`config.mk`:
```
export PLATFORM = sky130hd
export DESIGN_NAME = mem_access_unit
export DESIGN_NICKNAME = d
export VERILOG_FILES = /design/src/rtl/mem_access_unit.sv
export SDC_FILE = /design/constraint.sdc
export NUM_CORES = 1
export LEC_CHECK = 0
export CELL_PAD_IN_SITES_DETAIL_PLACEMENT = 0
export CELL_PAD_IN_SITES_GLOBAL_PLACEMENT = 1
export CORE_MARGIN = 10
export CORE_UTILIZATION = 28
export CTS_CLUSTER_DIAMETER = 50
export DETAILED_ROUTE_END_ITERATION = 16
export GPL_ROUTABILITY_DRIVEN = 0
export PLACE_DENSITY_LB_ADDON = 0.1
export RECOVER_POWER = 100
export SLEW_MARGIN = 0
export SYNTH_ARGS = -nofsm -noshare
export SYNTH_HDL_FRONTEND = slang
export SYNTH_SLANG_ARGS = --single-unit
```
`constraint.sdc`:
```
create_clock -name clk -period 2.35 [get_ports clk]
set_input_delay 0.3525 -clock clk [delete_from_list [all_inputs] [get_ports clk]]
set_output_delay 0.3525 -clock clk [all_outputs]
set_load 0.02 [all_outputs]
```
`src/rtl/mem_access_unit.sv`:
```
// Initiator-side load/store engine for the rom_inf memory protocol: one request in,
// one memory access out, one extended/errored response back per transaction.
module mem_access_unit #(
   parameter int unsigned TIMEOUT_CYCLES = 255
) (
   input  logic        clk,
   input  logic        rst,
   input  logic        req_valid,
   output logic        req_ready,
   input  logic        req_we,
   input  logic [1:0]  req_size,
   input  logic        req_unsigned,
   input  logic [31:0] req_addr,
   input  logic [31:0] req_wdata,
   output logic        resp_valid,
   input  logic        resp_ready,
   output logic [31:0] resp_rdata,
   output logic        resp_err,
   output logic [1:0]  resp_err_code,
   output logic        busy,
   output logic        rd_en,
   output logic [31:0] rd_addr,
   output logic [2:0]  rd_byte_num,
   input  logic [31:0] rd_data,
   input  logic        rd_done,
   output logic        wr_en,
   output logic [31:0] wr_addr,
   output logic [31:0] wr_data,
   output logic [2:0]  wr_byte_num,
   input  logic        wr_done,
   output logic [1:0]  dbg_state_o
);

   localparam logic [1:0] S_IDLE  = 2'd0;
   localparam logic [1:0] S_ISSUE = 2'd1;
   localparam logic [1:0] S_WAIT  = 2'd2;
   localparam logic [1:0] S_RESP  = 2'd3;

   localparam logic [1:0] ERR_NONE    = 2'd0;
   localparam logic [1:0] ERR_MISALIGN = 2'd1;
   localparam logic [1:0] ERR_SIZE    = 2'd2;
   localparam logic [1:0] ERR_TIMEOUT = 2'd3;

   localparam logic [15:0] TIMEOUT_LIM = 16'(TIMEOUT_CYCLES);

   logic [1:0]  state_q, state_d;
   logic        we_q, we_d;
   logic [1:0]  size_q, size_d;
   logic        uns_q, uns_d;
   logic [31:0] addr_q, addr_d;
   logic [31:0] wdata_q, wdata_d;
   logic        en_q, en_d;
   logic [15:0] cnt_q, cnt_d;
   logic [31:0] rdata_q, rdata_d;
   logic        err_q, err_d;
   logic [1:0]  code_q, code_d;

   logic        misaligned;
   logic        done;
   logic [15:0] cnt_inc;
   logic [31:0] load_ext;
   logic [2:0]  byte_num;

   // Handshakes: a request transfers on a rising edge where req_valid && req_ready;
   // a response transfers on a rising edge where resp_valid && resp_ready.
   assign misaligned = ((req_size == 2'd1) && req_addr[0]) ||
                       ((req_size == 2'd2) && (req_addr[1:0] != 2'b00));
   assign done    = we_q ? wr_done : rd_done;
   assign cnt_inc = cnt_q + 16'd1;

   // Bytes above the access width are stale on rd_data, so only the low lanes are kept.
   always_comb begin
      case (size_q)
         2'd0:    load_ext = {{24{~uns_q & rd_data[7]}},  rd_data[7:0]};
         2'd1:    load_ext = {{16{~uns_q & rd_data[15]}}, rd_data[15:0]};
         default: load_ext = rd_data;
      endcase
   end

   always_comb begin
      case (size_q)
         2'd0:    byte_num = 3'd1;
         2'd1:    byte_num = 3'd2;
         default: byte_num = 3'd4;
      endcase
   end

   always_comb begin
      state_d = state_q;
      we_d    = we_q;
      size_d  = size_q;
      uns_d   = uns_q;
      addr_d  = addr_q;
      wdata_d = wdata_q;
      en_d    = en_q;
      cnt_d   = cnt_q;
      rdata_d = rdata_q;
      err_d   = err_q;
      code_d  = code_q;
      case (state_q)
         S_IDLE: begin
            if (req_valid) begin
               we_d    = req_we;
               size_d  = req_size;
               uns_d   = req_unsigned;
               addr_d  = req_addr;
               wdata_d = req_wdata;
               cnt_d   = '0;
               rdata_d = '0;
               err_d   = 1'b0;
               code_d  = ERR_NONE;
               if (req_size == 2'd3) begin
                  err_d   = 1'b1;
                  code_d  = ERR_SIZE;
                  state_d = S_RESP;
               end else if (misaligned) begin
                  err_d   = 1'b1;
                  code_d  = ERR_MISALIGN;
                  state_d = S_RESP;
               end else begin
                  en_d    = 1'b1;
                  state_d = S_ISSUE;
               end
            end
         end
         // done is a level that may still be high from a previous access, so ISSUE ignores it.
         S_ISSUE: state_d = S_WAIT;
         S_WAIT: begin
            if (done) begin
               en_d    = 1'b0;
               rdata_d = we_q ? 32'd0 : load_ext;
               state_d = S_RESP;
            end else begin
               cnt_d = cnt_inc;
               if (cnt_inc == TIMEOUT_LIM) begin
                  en_d    = 1'b0;
                  err_d   = 1'b1;
                  code_d  = ERR_TIMEOUT;
                  rdata_d = '0;
                  state_d = S_RESP;
               end
            end
         end
         S_RESP: begin
            if (resp_ready) begin
               cnt_d   = '0;
               rdata_d = '0;
               err_d   = 1'b0;
               code_d  = ERR_NONE;
               state_d = S_IDLE;
            end
         end
         default: state_d = S_IDLE;
      endcase
   end

   always_ff @(posedge clk) begin
      if (rst) begin
         state_q <= S_IDLE;
         we_q    <= 1'b0;
         size_q  <= 2'd0;
         uns_q   <= 1'b0;
         addr_q  <= '0;
         wdata_q <= '0;
         en_q    <= 1'b0;
         cnt_q   <= '0;
         rdata_q <= '0;
         err_q   <= 1'b0;
         code_q  <= ERR_NONE;
      end else begin
         state_q <= state_d;
         we_q    <= we_d;
         size_q  <= size_d;
         uns_q   <= uns_d;
         addr_q  <= addr_d;
         wdata_q <= wdata_d;
         en_q    <= en_d;
         cnt_q   <= cnt_d;
         rdata_q <= rdata_d;
         err_q   <= err_d;
         code_q  <= code_d;
      end
   end

   assign req_ready     = (state_q == S_IDLE);
   assign busy          = (state_q != S_IDLE);
   assign resp_valid    = (state_q == S_RESP);
   assign resp_rdata    = rdata_q;
   assign resp_err      = err_q;
   assign resp_err_code = code_q;
   assign dbg_state_o   = state_q;

   assign rd_en       = en_q & ~we_q;
   assign rd_addr     = rd_en ? addr_q : 32'd0;
   assign rd_byte_num = rd_en ? byte_num : 3'd0;
   assign wr_en       = en_q & we_q;
   assign wr_addr     = wr_en ? addr_q : 32'd0;
   assign wr_data     = wr_en ? wdata_q : 32'd0;
   assign wr_byte_num = wr_en ? byte_num : 3'd0;

endmodule

```
-- Word-level counts from Yosys, hierarchy flattened
Index checks and enable logic that the tools add are counted.
- register bits after elaboration: 122
- bits of input ports: 106
- output and inout bits: 144
- word-level logic and storage cells: 91
- add/subtract/negate cells: 1
- equality and inequality tests: 15
- multiplexer cells: 43
- bitwise gates (word level): 6
- reductions and logical operators: 15
- operators by type and width (cell ; number):
    $mux W32 ; 8
    $pmux W32 S3 ; 1
    $pmux W32 S2 ; 1
    $mux W16 ; 3
    $pmux W16 S3 ; 1
    $mux W2 ; 9
    $add A16 B1 Y16 const B ; 1
    $eq A16 B8 Y1 const B ; 1
    $mux W1 ; 13
    $ne A2 B2 Y1 const B ; 5
    $reduce_and A5 Y1 ; 2
    $eq A2 B2 Y1 const B ; 4
    $pmux W2 S4 ; 1
    $reduce_and A4 Y1 ; 2
    $eq A2 B1 Y1 const B ; 3
    $mux W3 ; 2
    $pmux W2 S3 ; 1
    $pmux W3 S2 ; 1
    $reduce_bool A2 Y1 ; 3
    $and A1 B1 Y1 ; 4
    $logic_not A2 Y1 ; 2
    $ne A3 B3 Y1 const B ; 1
    $pmux W1 S3 ; 1
    $reduce_and A3 Y1 ; 1
    other kinds (7) ; 9

-- Depth between registers and ports, before layout
Gate-level depths: netlist of run 1.
- depth in word-level cells: 7
- depth in mapped cells: 9
- depth with buffers taken out: 8

-- Worst setup path after synthesis of run 1
OpenSTA, ideal clock, no wires.
- path type: flip-flop to flip-flop
- start point: register state_q[1] (netlist: dbg_state_o[1])
- end point: register cnt_q[15]
- library setup time: 0.128 ns
- arrival time: 2.282 ns
- data required time: 2.222 ns
- slack: -0.060 ns
- cell stages (with the launch flop): 9
- buffers on the path: 0
- period minus slack after synthesis: 2.410 ns
- path through: dfxtp_1 > inv_1 > ha_1 > nor2b_1 > nor3_1 > o21ai_1 > a21o_1 > a21oi_1 > nor2_1
- longest elaborated chain between the ends: 3
- elaborated cells between the ends (all ways): 9
- classes of those cells: 5 x eq/ne; 1 x mux; 3 x reduce/logical
- ends and longest elaborated chain (element ; RTL line ; RTL):
    from (decl) ; 46 ; logic [1:0] state_q, state_d;
    from (signal assigned) ; 171 ; state_q <= state_d;
    $logic_not A2 Y1 * ; n/a ;
    named net req_ready ; 9 ; output logic req_ready,
    $ne A2 B2 Y1 (no line) or $reduce_bool A3 Y1 (tied branches) ; n/a ;
    $reduce_and A4 Y1 (no line) ; n/a ;
    to (signal assigned) ; 178 ; cnt_q <= cnt_d;
    to (decl) ; 53 ; logic [15:0] cnt_q, cnt_d;
The timed path passes the listed nets; every way through them passes the cells marked *.
A chain may end at the register's enable or synchronous reset.

-- Worst setup path in the final report of run 1
- start point: register en_q
- end point: output port wr_data[29]
- longest elaborated chain between the ends: 2
- ends and longest elaborated chain (element ; RTL line ; RTL):
    from (decl) ; 52 ; logic en_q, en_d;
    from (signal assigned) ; 177 ; en_q <= en_d;
    $and A1 B1 Y1 ; 196 ; assign wr_en = en_q & we_q;
    $mux W32 ; 198 ; assign wr_data = wr_en ? wdata_q : 32'd0;
    to (decl) ; 28 ; output logic [31:0] wr_data,
Every way passes these cells.

==> flow_summary.ini, run 1 <==
[finish]
area_growth_pct = 51.5
stdcell_count = 1410
utilization_pct = 42.8
nets = 1223
drive_above_1_share_pct = 7.56

[die]
die_h_um = 171
io_pins = 250
dieArea_mm2 = 0.0291
std_cell_rows = 55
die_w_um = 171
initial_utilization_pct = 28.3
core-area_mm2 = 0.0225

[detailed_routing]
drtPass1Iterations = 4
wl_per_cell_um = 18.2
via_per_inst = 4.79
antenna_left = 0
vias = 6759
drt_wl_total_um = 25600
drt_iter0_markers = 365
drc = 0

[logic_synthesis]
ys_seq_area_share_pct = 38.4
ys_ff_latch = 122
synth_cell_types = 50
synth_area_mm2 = 0.00636
async_reset_ff_share_pct = 0
yosys_warnings = 0
synth_top_flop_cell = dfxtp_1
synth_nets = 991
synth_edf_count = 0
avgSynthCellArea_um2 = 7.23
synthCells = 879

[power_and_ir_drop]
p_leak_uw = 0.00407
powerDensity_mw_per_mm2 = 800
totalPowerFinal_uw = 7710
vdd_drop_max_mv = 0.468

[timing]
setup_viol = 0
fin_setup_tns_ns = 0
rsz0062_at_grt = false
max_freq_mhz = 436
fin_crit_ns = 2.29
hold_viol = 0
slew_headroom_pct = 42.8
min_period_over_period_pct = 97.5
drv_slew = 0
setup_slack_ns = 0.0589
worst_slew_pin_slew_ns = 0.858
final.setup_skew_ns = 0.0149

[global_routing]
grt_max_degree = 135
grt_pass1_vias = 6630
grt.overflow.total = 0
grt_use_total_pct = 17.0
antenna_found_initial = 1
grt_pass1_wl_um = 39000

[cts]
cts_tree = built
htree_num_levels = 4
cts_buffer_depth = 2
clock_latency_ns = 0.43
cts_setup_buffers = 0
numCtsBuffers = 17
cts.sinks = 122
cts.clk_slew.worst_paths_ns = 0.06
cts-root-buf = clkbuf_16

[setup_path]
worstPathArrival_ns = 1.94
reg2reg_slack_ns = 0.16
startpoint_type = flip-flop
cp_max_fo = 67
required_ns = 2.00
path_class = flip-flop to output port
reg2regPathDepth = 6
cp-end-kind = output port

[place]
dpl.hpwl_um = 17400
dp_slack_ns = 0.0630
port_buffers = 249
placed_cells = 1376

[run_status]
outcome = complete, no violations

[run]
drv_cap = 0

[hold_path]
hold_class = flip-flop to flip-flop
worstHoldPathCells = 2
sequential cells by signal (all words and copies together) (netlist names):
signal / count
addr_q: 32
cnt_q: 16
dbg_state_o: 2
en_q: 1
resp_err: 1
resp_err_code: 2
resp_rdata: 32
size_q: 2
uns_q: 1
wdata_q: 32
we_q: 1
per-stage QoR:
| step | hold slack (ns) | area, µm² |
|---|---|---|
| 6_report | 0.449 | 9630 |
| 5_1_grt | 0.466 | 9630 |
| 4_1_cts | 0.447 | 9910 |
| 3_5_place_dp | 0.442 | 9360 |
| 3_3_place_gp | 0.438 | 9360 |
| 2_1_floorplan | 0.432 | 6360 |
final timing paths:
kind,startpoint,end
setup / recovery,en_q,wr_data[29]
hold reg to reg,wdata_q[2],wdata_q[2]
hold / removal,wdata_q[2],wdata_q[2]
setup reg to reg,cnt_q[3],resp_err_code[1]
Yosys cell counts, types with 2 or more instances:
cell,instances,area share (%)
nand2_1,231,14
dfxtp_1,122,38
a21oi_1,104,8.2
clkbuf_1,70,4.1
and3_1,69,6.8
o211ai_1,40,4.7
and2_1,37,3.6
nor2_1,32,1.9
nor2b_1,32,3.1
inv_1,22,1.3
nand3b_1,18,2.1
nor3_1,13,1.0
nand4_1,8,0.79
nand3_1,7,0.55
o21ai_0,7,0.55
ha_1,6,1.2
mux2i_1,5,0.79
nand2b_1,5,0.49
buf_2,4,0.31
xnor2_1,4,0.55
a211oi_1,3,0.35
a21o_1,3,0.35
and4_1,3,0.41
mux2_2,3,0.53
a311oi_1,2,0.28
clkbuf_2,2,0.16
nor4_1,2,0.20
o21a_1,2,0.24
or3_1,2,0.20
where the power goes:
part	leakage, µW	switching (µW)	total, µW	internal (µW)
sequential	0.000995	206	2580	2380
clock	0.000266	1100	2580	1480
combinational	0.00281	1540	2550	1000
worst max-delay path: stages (launching register included):
cell and delay [ns]:
dfxtp_2 0.37, buf_12 0.26, and3_1 0.20, clkdlybuf4s50_1 0.65
cell families (layout without fill, tap and decap cells):
kind of cell | count (synthesis) | after routing | share of synthesized area (%)
AOI/OAI and AO/OA | 172 | 172 | 16.4
xor gates and xnor gates | 5 | 5 | 0.689
adders and majority gates | 6 | 6 | 1.18
buffers and inverters | 100 | 345 | 6.14
DFF | 122 | 122 | 38.4
muxes | 9 | 9 | 1.55
other | 0 | 1 | 0
and+or+nand+nor | 465 | 465 | 35.6
per-layer routing:
metal  track usage (%)  vias to the layer above  part of all wire [%]
met2              27.5                      179                    46
met3              5.76                       26                   7.1
li1                  -                     3418                     -
met5                 0                        -                     0
met1              21.2                     3136                    45
met4              4.58                        0                   1.1
timing repair:
item                                    4_1_cts  5_1_grt
hold buffers                                  0        0
cloned                                        1        0
gates resized for setup                      37       39
endpoints found under the setup margin       64       41
layout make-up:
cell class	count	area (µm²)
antenna	1	2.50
timing repair buffer	291	2650
inverter	22	82.6
clock inverter	14	138
sequential	122	2450
tap	285	357
fill	2389	12900
multi-input combinational	657	3520
clock buffer	18	429
layout by cell type (no fill, tap or decap), types with 6 or more instances in the layout:
cell and n:
nand2_1 231, clkdlybuf4s50_1 137, dfxtp_1 118, a21oi_1 105, and3_1 69, o211ai_1 40, clkbuf_1 39, dlygate4sd3_1 38
dlygate4sd2_1 35, nor2_1 32, nor2b_1 32, and2_1 30, buf_4 27, inv_1 22, nand3b_1 18, clkbuf_16 17
nor3_1 13, buf_12 10, o21ai_0 8, nand4_1 8, nand3_1 7, and2_0 6, ha_1 6
(Power assumes the default switching activity.)
==> inputs of run 2 (changes only) <==
--- a/config.mk
+++ b/config.mk
@@ -9,6 +9,7 @@
 export CELL_PAD_IN_SITES_GLOBAL_PLACEMENT = 1
 export CORE_MARGIN = 10
 export CORE_UTILIZATION = 28
+export CTS_BUF_LIST = sky130_fd_sc_hd__clkbuf_2
 export CTS_CLUSTER_DIAMETER = 50
 export DETAILED_ROUTE_END_ITERATION = 16
 export GPL_ROUTABILITY_DRIVEN = 0
==> run 2 against run 1 <==
  * Final cell count rose by 0.99%
  * Clock power down 47%
  * First-iteration DRC count fell by 11%
  * Global-route usage about the same
  * Largest cell class unchanged
==> flow_summary.ini, run 2 (synthesized netlist as in run 1, its figures left out) <==
[detailed_routing]
vias = 6822
wl_per_cell_um = 18.4
via_per_inst = 4.79
drc = 0
antenna_left = 0
drtPass1Iterations = 4
drt_wl_total_um = 26200
drt_iter0_markers = 325

[cts]
clock_latency_ns = 0.70
htree_num_levels = 4
cts.clk_slew.worst_paths_ns = 0.25
cts_tree = built
cts-root-buf = clkbuf_2
numCtsBuffers = 17
cts_buffer_depth = 2
cts.sinks = 122
cts_hold_buf = 0

[global_routing]
grt.overflow.total = 0
grt_pass1_wl_um = 39100
grt_pass1_vias = 6646
grt_use_total_pct = 17.1
antenna_found_initial = 2
grt_max_degree = 135

[power_and_ir_drop]
combPwrFrac_pct = 41.6
switching_share_pct = 41.2
powerDensity_mw_per_mm2 = 720
vdd_drop_max_mv = 0.353
p_leak_uw = 0.00400
p_clk_share_pct = 20.2
seqPwrFrac_pct = 38.1
power_switching_uw = 2780
intPower_uw = 3960

[die]
dieArea_mm2 = 0.0291
core-area_mm2 = 0.0225
die_h_um = 171
std_cell_rows = 55
die_w_um = 171
initial_utilization_pct = 28.3
io_pins = 250

[setup_path]
cp-end-kind = output port
max_stage_delay_ns = 0.42
path_class = flip-flop to output port
cp_top_family = buffers and inverters
cp_cell_sequence = buf_4 -> buf_16 -> and3_1 -> clkdlybuf4s15_2
startpoint_type = flip-flop
crit_path_top_delay_cell = dfxtp_4
worstPathArrival_ns = 1.85
reg2regPathDepth = 8
cp_max_fo = 17
required_ns = 2.00
crit_buf_inv = 3
crit_cells = 4

[timing]
setup_slack_ns = 0.147
whs_ns = 0.149
max_freq_mhz = 454
fin_setup_tns_ns = 0
fin_crit_ns = 2.20
slew_headroom_pct = 58.2
rsz0062_at_grt = true
final.setup_skew_ns = 0.0464
setup_viol = 0
worst_slew_pin_slew_ns = 0.628
min_period_over_period_pct = 93.7
drv_slew = 0
hold_viol = 0

[finish]
nets = 1234
area_growth_pct = 47.3
utilization_pct = 41.6
n_fill_cell = 2418
most-common-layout-cells = 230 x nand2_1, 140 x clkdlybuf4s50_1, 118 x dfxtp_1
fin_area_mm2 = 0.00936
final_common_cell = nand2_1
drive_above_1_share_pct = 18.1

[place]
port_buffers = 249
dpl.hpwl_um = 17400
dp_slack_ns = 0.0630
placed_area_mm2 = 0.00936

[hold_path]
worstHoldPathCells = 3
hold_class = input pin to flip-flop

[run]
drv_cap = 0

[run_status]
outcome = complete, no violations
## run 2: cell count changes in the layout (fill, tap and decap cells not counted), sizes merged
cell,before,now
clkdlybuf4s50,137,140
dlygate4sd3,38,0
buf,37,104
diode,1,4
dlygate4sd2,35,3
clkdlybuf4s15,0,16
clkbuf,61,56
## run 2: layer usage
metal | routed length (µm) | global-route usage (%) | up-vias
met5 | 0 | 0 | -
met4 | 159 | 3.66 | 0
li1 | - | - | 3447
met2 | 12200 | 27.8 | 182
met1 | 12000 | 21.2 | 3181
met3 | 1830 | 5.88 | 12
## run 2: worst min-delay path, cell delays in order
cell             delay, ns
clkdlybuf4s50_1       0.39
nand2_1               0.05
a21oi_1               0.05
## run 2: final timing paths
check / from / endpoint / slack (ns)
worst max register to register: cnt_q[0] / resp_rdata[31] / 0.17
worst min-delay path: req_wdata[21] / wdata_q[21] / 0.15
worst min register to register: wdata_q[2] / wdata_q[2] / 0.46
worst max-delay path: en_q / wr_addr[5] / 0.15
## run 2: metrics by stage
step,power [µW],std cells
3_5_place_dp,5340,1376
3_3_place_gp,5320,1376
4_1_cts,6840,1418
5_1_grt,7200,1422
2_1_floorplan,4000,879
6_report,6740,1424
## run 2: repair_timing
item	4_1_cts	5_1_grt
gates cloned	2	2
resized for setup	297	95
setup buffers	8	0
setup endpoints to repair	108	93
## run 2: layout make-up
| cell class | instances | area [µm²] | area share (%) |
|---|---|---|---|
| clock inverter | 14 | 138 | 1.47 |
| inverter | 22 | 82.6 | 0.882 |
| tap | 285 | 357 | 3.81 |
| multi-input combinational | 657 | 3540 | 37.8 |
| clock buffer | 18 | 90.1 | 0.962 |
| sequential | 122 | 2460 | 26.2 |
| timing repair buffer | 302 | 2690 | 28.7 |
| antenna | 4 | 10.0 | 0.107 |
## run 2: power by group through the flow
stage	combinational, µW	sequential, µW	clock, µW
floorplan	1370	2630	0
global placement	2700	2620	0
detailed placement	2710	2630	0
CTS	2830	2580	1430
global route	3080	2620	1500
finish	2810	2570	1360
==> inputs of run 3 (changes only) <==
--- a/config.mk
+++ b/config.mk
@@ -8,14 +8,13 @@
 export CELL_PAD_IN_SITES_DETAIL_PLACEMENT = 0
 export CELL_PAD_IN_SITES_GLOBAL_PLACEMENT = 1
 export CORE_MARGIN = 10
-export CORE_UTILIZATION = 28
+export CORE_UTILIZATION = 34
 export CTS_BUF_LIST = sky130_fd_sc_hd__clkbuf_2
 export CTS_CLUSTER_DIAMETER = 50
 export DETAILED_ROUTE_END_ITERATION = 16
 export GPL_ROUTABILITY_DRIVEN = 0
 export PLACE_DENSITY_LB_ADDON = 0.1
 export RECOVER_POWER = 100
-export SLEW_MARGIN = 0
 export SYNTH_ARGS = -nofsm -noshare
 export SYNTH_HDL_FRONTEND = slang
 export SYNTH_SLANG_ARGS = --single-unit
==> constraint.sdc (replaced) <==
create_clock -name clk -period 2.7 [get_ports clk]
set_input_delay 0.405 -clock clk [delete_from_list [all_inputs] [get_ports clk]]
set_output_delay 0.405 -clock clk [all_outputs]
set_load 0.02 [all_outputs]
==> run 3 against run 2 <==
  * Sequential power shrank 13%
  * Core utilization grew 8.9 points
  * First-iteration DRC count grew 19%
  * Combinational power shrank 27%
  * Global-route usage grew 1.5 points
  * Final cell count shrank 5.8%
  * Die area shrank 16%
  * Worst setup slack gained 0.031 ns
  * Final area shrank 1.7%
  * Critical path type is now flip-flop to flip-flop
  * Largest cell class unchanged
  * Total power shrank 17%
==> flow_summary.ini, run 3 (synthesized netlist as in run 1, its figures left out) <==
[timing]
setup_viol = 0
fin_crit_ns = 2.52
hold_viol = 0
rsz0062_at_grt = false
max_freq_mhz = 397
final.setup_skew_ns = 0.0353
slew_headroom_pct = 24.7
fin_setup_tns_ns = 0
min_period_over_period_pct = 93.4
worst_slew_pin_slew_ns = 1.13
whs_ns = 0.181
drv_slew = 0

[power_and_ir_drop]
vdd_drop_max_mv = 0.364
powerDensity_mw_per_mm2 = 609
p_leak_uw = 0.00420

[finish]
regArea_mm2 = 0.00245
utilization_pct = 50.6
nets = 1208
drive_above_1_share_pct = 6.22
final_common_cell = nand2_1
multi_input_area_mm2 = 0.00353
most-common-layout-cells = 230 x nand2_1, 120 x dfxtp_1, 107 x clkdlybuf4s50_1
n_fill_cell = 1890
area_growth_pct = 44.8

[die]
initial_utilization_pct = 34.9
core-area_mm2 = 0.0182
io_pins = 250
die_w_um = 157
die_h_um = 157
std_cell_rows = 49
dieArea_mm2 = 0.0246

[setup_path]
reg2reg_slack_ns = 0.18
path_class = flip-flop to flip-flop
required_ns = 3.31
cp_max_fo = 11
startpoint_type = flip-flop
r2r_end = resp_err_code[1]
r2r-start = dbg_state_o[0]
reg2regPathDepth = 8
max_stage_delay_ns = 0.46
worstPathArrival_ns = 3.14
crit_path_top_delay_cell = clkbuf_1
cp_cell_sequence = inv_1 -> ha_1 -> nor2b_1 -> a2111oi_4 -> clkbuf_1 -> and3_1 -> a21oi_2 -> mux2_2
cp-end-kind = flip-flop

[hold_path]
min_from = req_wdata[18]
worstHoldPathCells = 3
hold_end = wdata_q[18]
hold_class = input pin to flip-flop

[cts]
cts.clk_slew.worst_paths_ns = 0.24
cts.sinks = 122
cts_tree = built
cts_hold_buf = 0
cts_buffer_depth = 2
clock_latency_ns = 0.73
htree_num_levels = 4
cts-root-buf = clkbuf_2
numCtsBuffers = 17

[detailed_routing]
drc = 0
vias = 6637
antenna_left = 0
drt_wl_total_um = 23300
wl_per_cell_um = 17.4
via_per_inst = 4.95
drt_iter0_markers = 387
drtPass1Iterations = 4

[global_routing]
antenna_found_initial = 3
grt_max_degree = 135
grt_use_total_pct = 18.6
grt.overflow.total = 0
grt_pass1_vias = 6299
grt_pass1_wl_um = 36400

[run_status]
outcome = complete, no violations

[place]
port_buffers = 249
dpl.hpwl_um = 16200

[run]
drv_cap = 0
## run 3: cell types whose count changed in the layout (fill, tap and decap cells not counted), moves of 3 or more
| cell | previous run | this run |
|---|---|---|
| buf_12 | 11 | 5 |
| clkbuf_2 | 54 | 19 |
| dlygate4sd3_1 | 0 | 38 |
| dlygate4sd2_1 | 3 | 91 |
| clkdlybuf4s15_2 | 16 | 0 |
| buf_2 | 51 | 0 |
| clkbuf_1 | 0 | 14 |
| clkdlybuf4s50_1 | 140 | 107 |
| buf_4 | 38 | 14 |
| dfxtp_4 | 4 | 1 |
## run 3: cell type report
class / instances / area share [%]
multi-input combinational: 657 / 38.4
timing repair buffer: 276 / 28.0
sequential: 122 / 26.6
tap: 229 / 3.11
clock inverter: 15 / 2.05
clock buffer: 17 / 0.924
inverter: 22 / 0.897
antenna: 3 / 0.0816
## run 3: per-layer routing
layer	vias up	wire length [µm]	track usage, %
met3	13	1960	6.80
met2	197	10900	29.4
met4	0	198	5.17
met1	3033	10200	23.1
met5	-	0	0
li1	3394	-	-
## run 3: worst max-delay path by stage
stage	from	end	slack, ns	depth (start not counted)
3_3_place_gp	req_valid	resp_err_code[1]	0.30	7
3_5_place_dp	req_valid	resp_err_code[1]	0.25	7
6_report	dbg_state_o[0]	resp_err_code[1]	0.18	8
5_1_grt	en_q	wr_addr[22]	0.01	4
2_1_floorplan	dbg_state_o[1]	cnt_q[15]	0.29	8
4_1_cts	we_q	wr_addr[14]	0.02	3
## run 3: repair_timing
item / 4_1_cts / 5_1_grt
setup buffers: 2 / 0
setup endpoints to repair: 98 / 15
resized for setup: 100 / 13
## run 3: report_power, final
part	switching, µW	internal, µW
sequential	168	2070
clock	800	537
combinational	1280	758
## run 3: per-stage QoR
| stage | instance area, µm² | worst slack (ns) | power (µW) | instances |
|---|---|---|---|---|
| 2_1_floorplan | 6360 | 0.290 | 3480 | 879 |
| 3_3_place_gp | 9060 | 0.302 | 4360 | 1304 |
| 3_5_place_dp | 9060 | 0.252 | 4370 | 1304 |
| 4_1_cts | 9290 | 0.0211 | 5750 | 1338 |
| 5_1_grt | 9210 | 0.0103 | 6030 | 1341 |
| 6_report | 9210 | 0.178 | 5610 | 1341 |
## run 3: worst max-delay path: cells and delay by family (launching register included)
family | cells | cell delay, ns
buffers and inverters | 2 | 0.57
and+or+nand+nor | 2 | 0.49
DFF | 1 | 0.44
AOI/OAI and AO/OA | 2 | 0.38
adders and majority gates | 1 | 0.28
muxes | 1 | 0.27
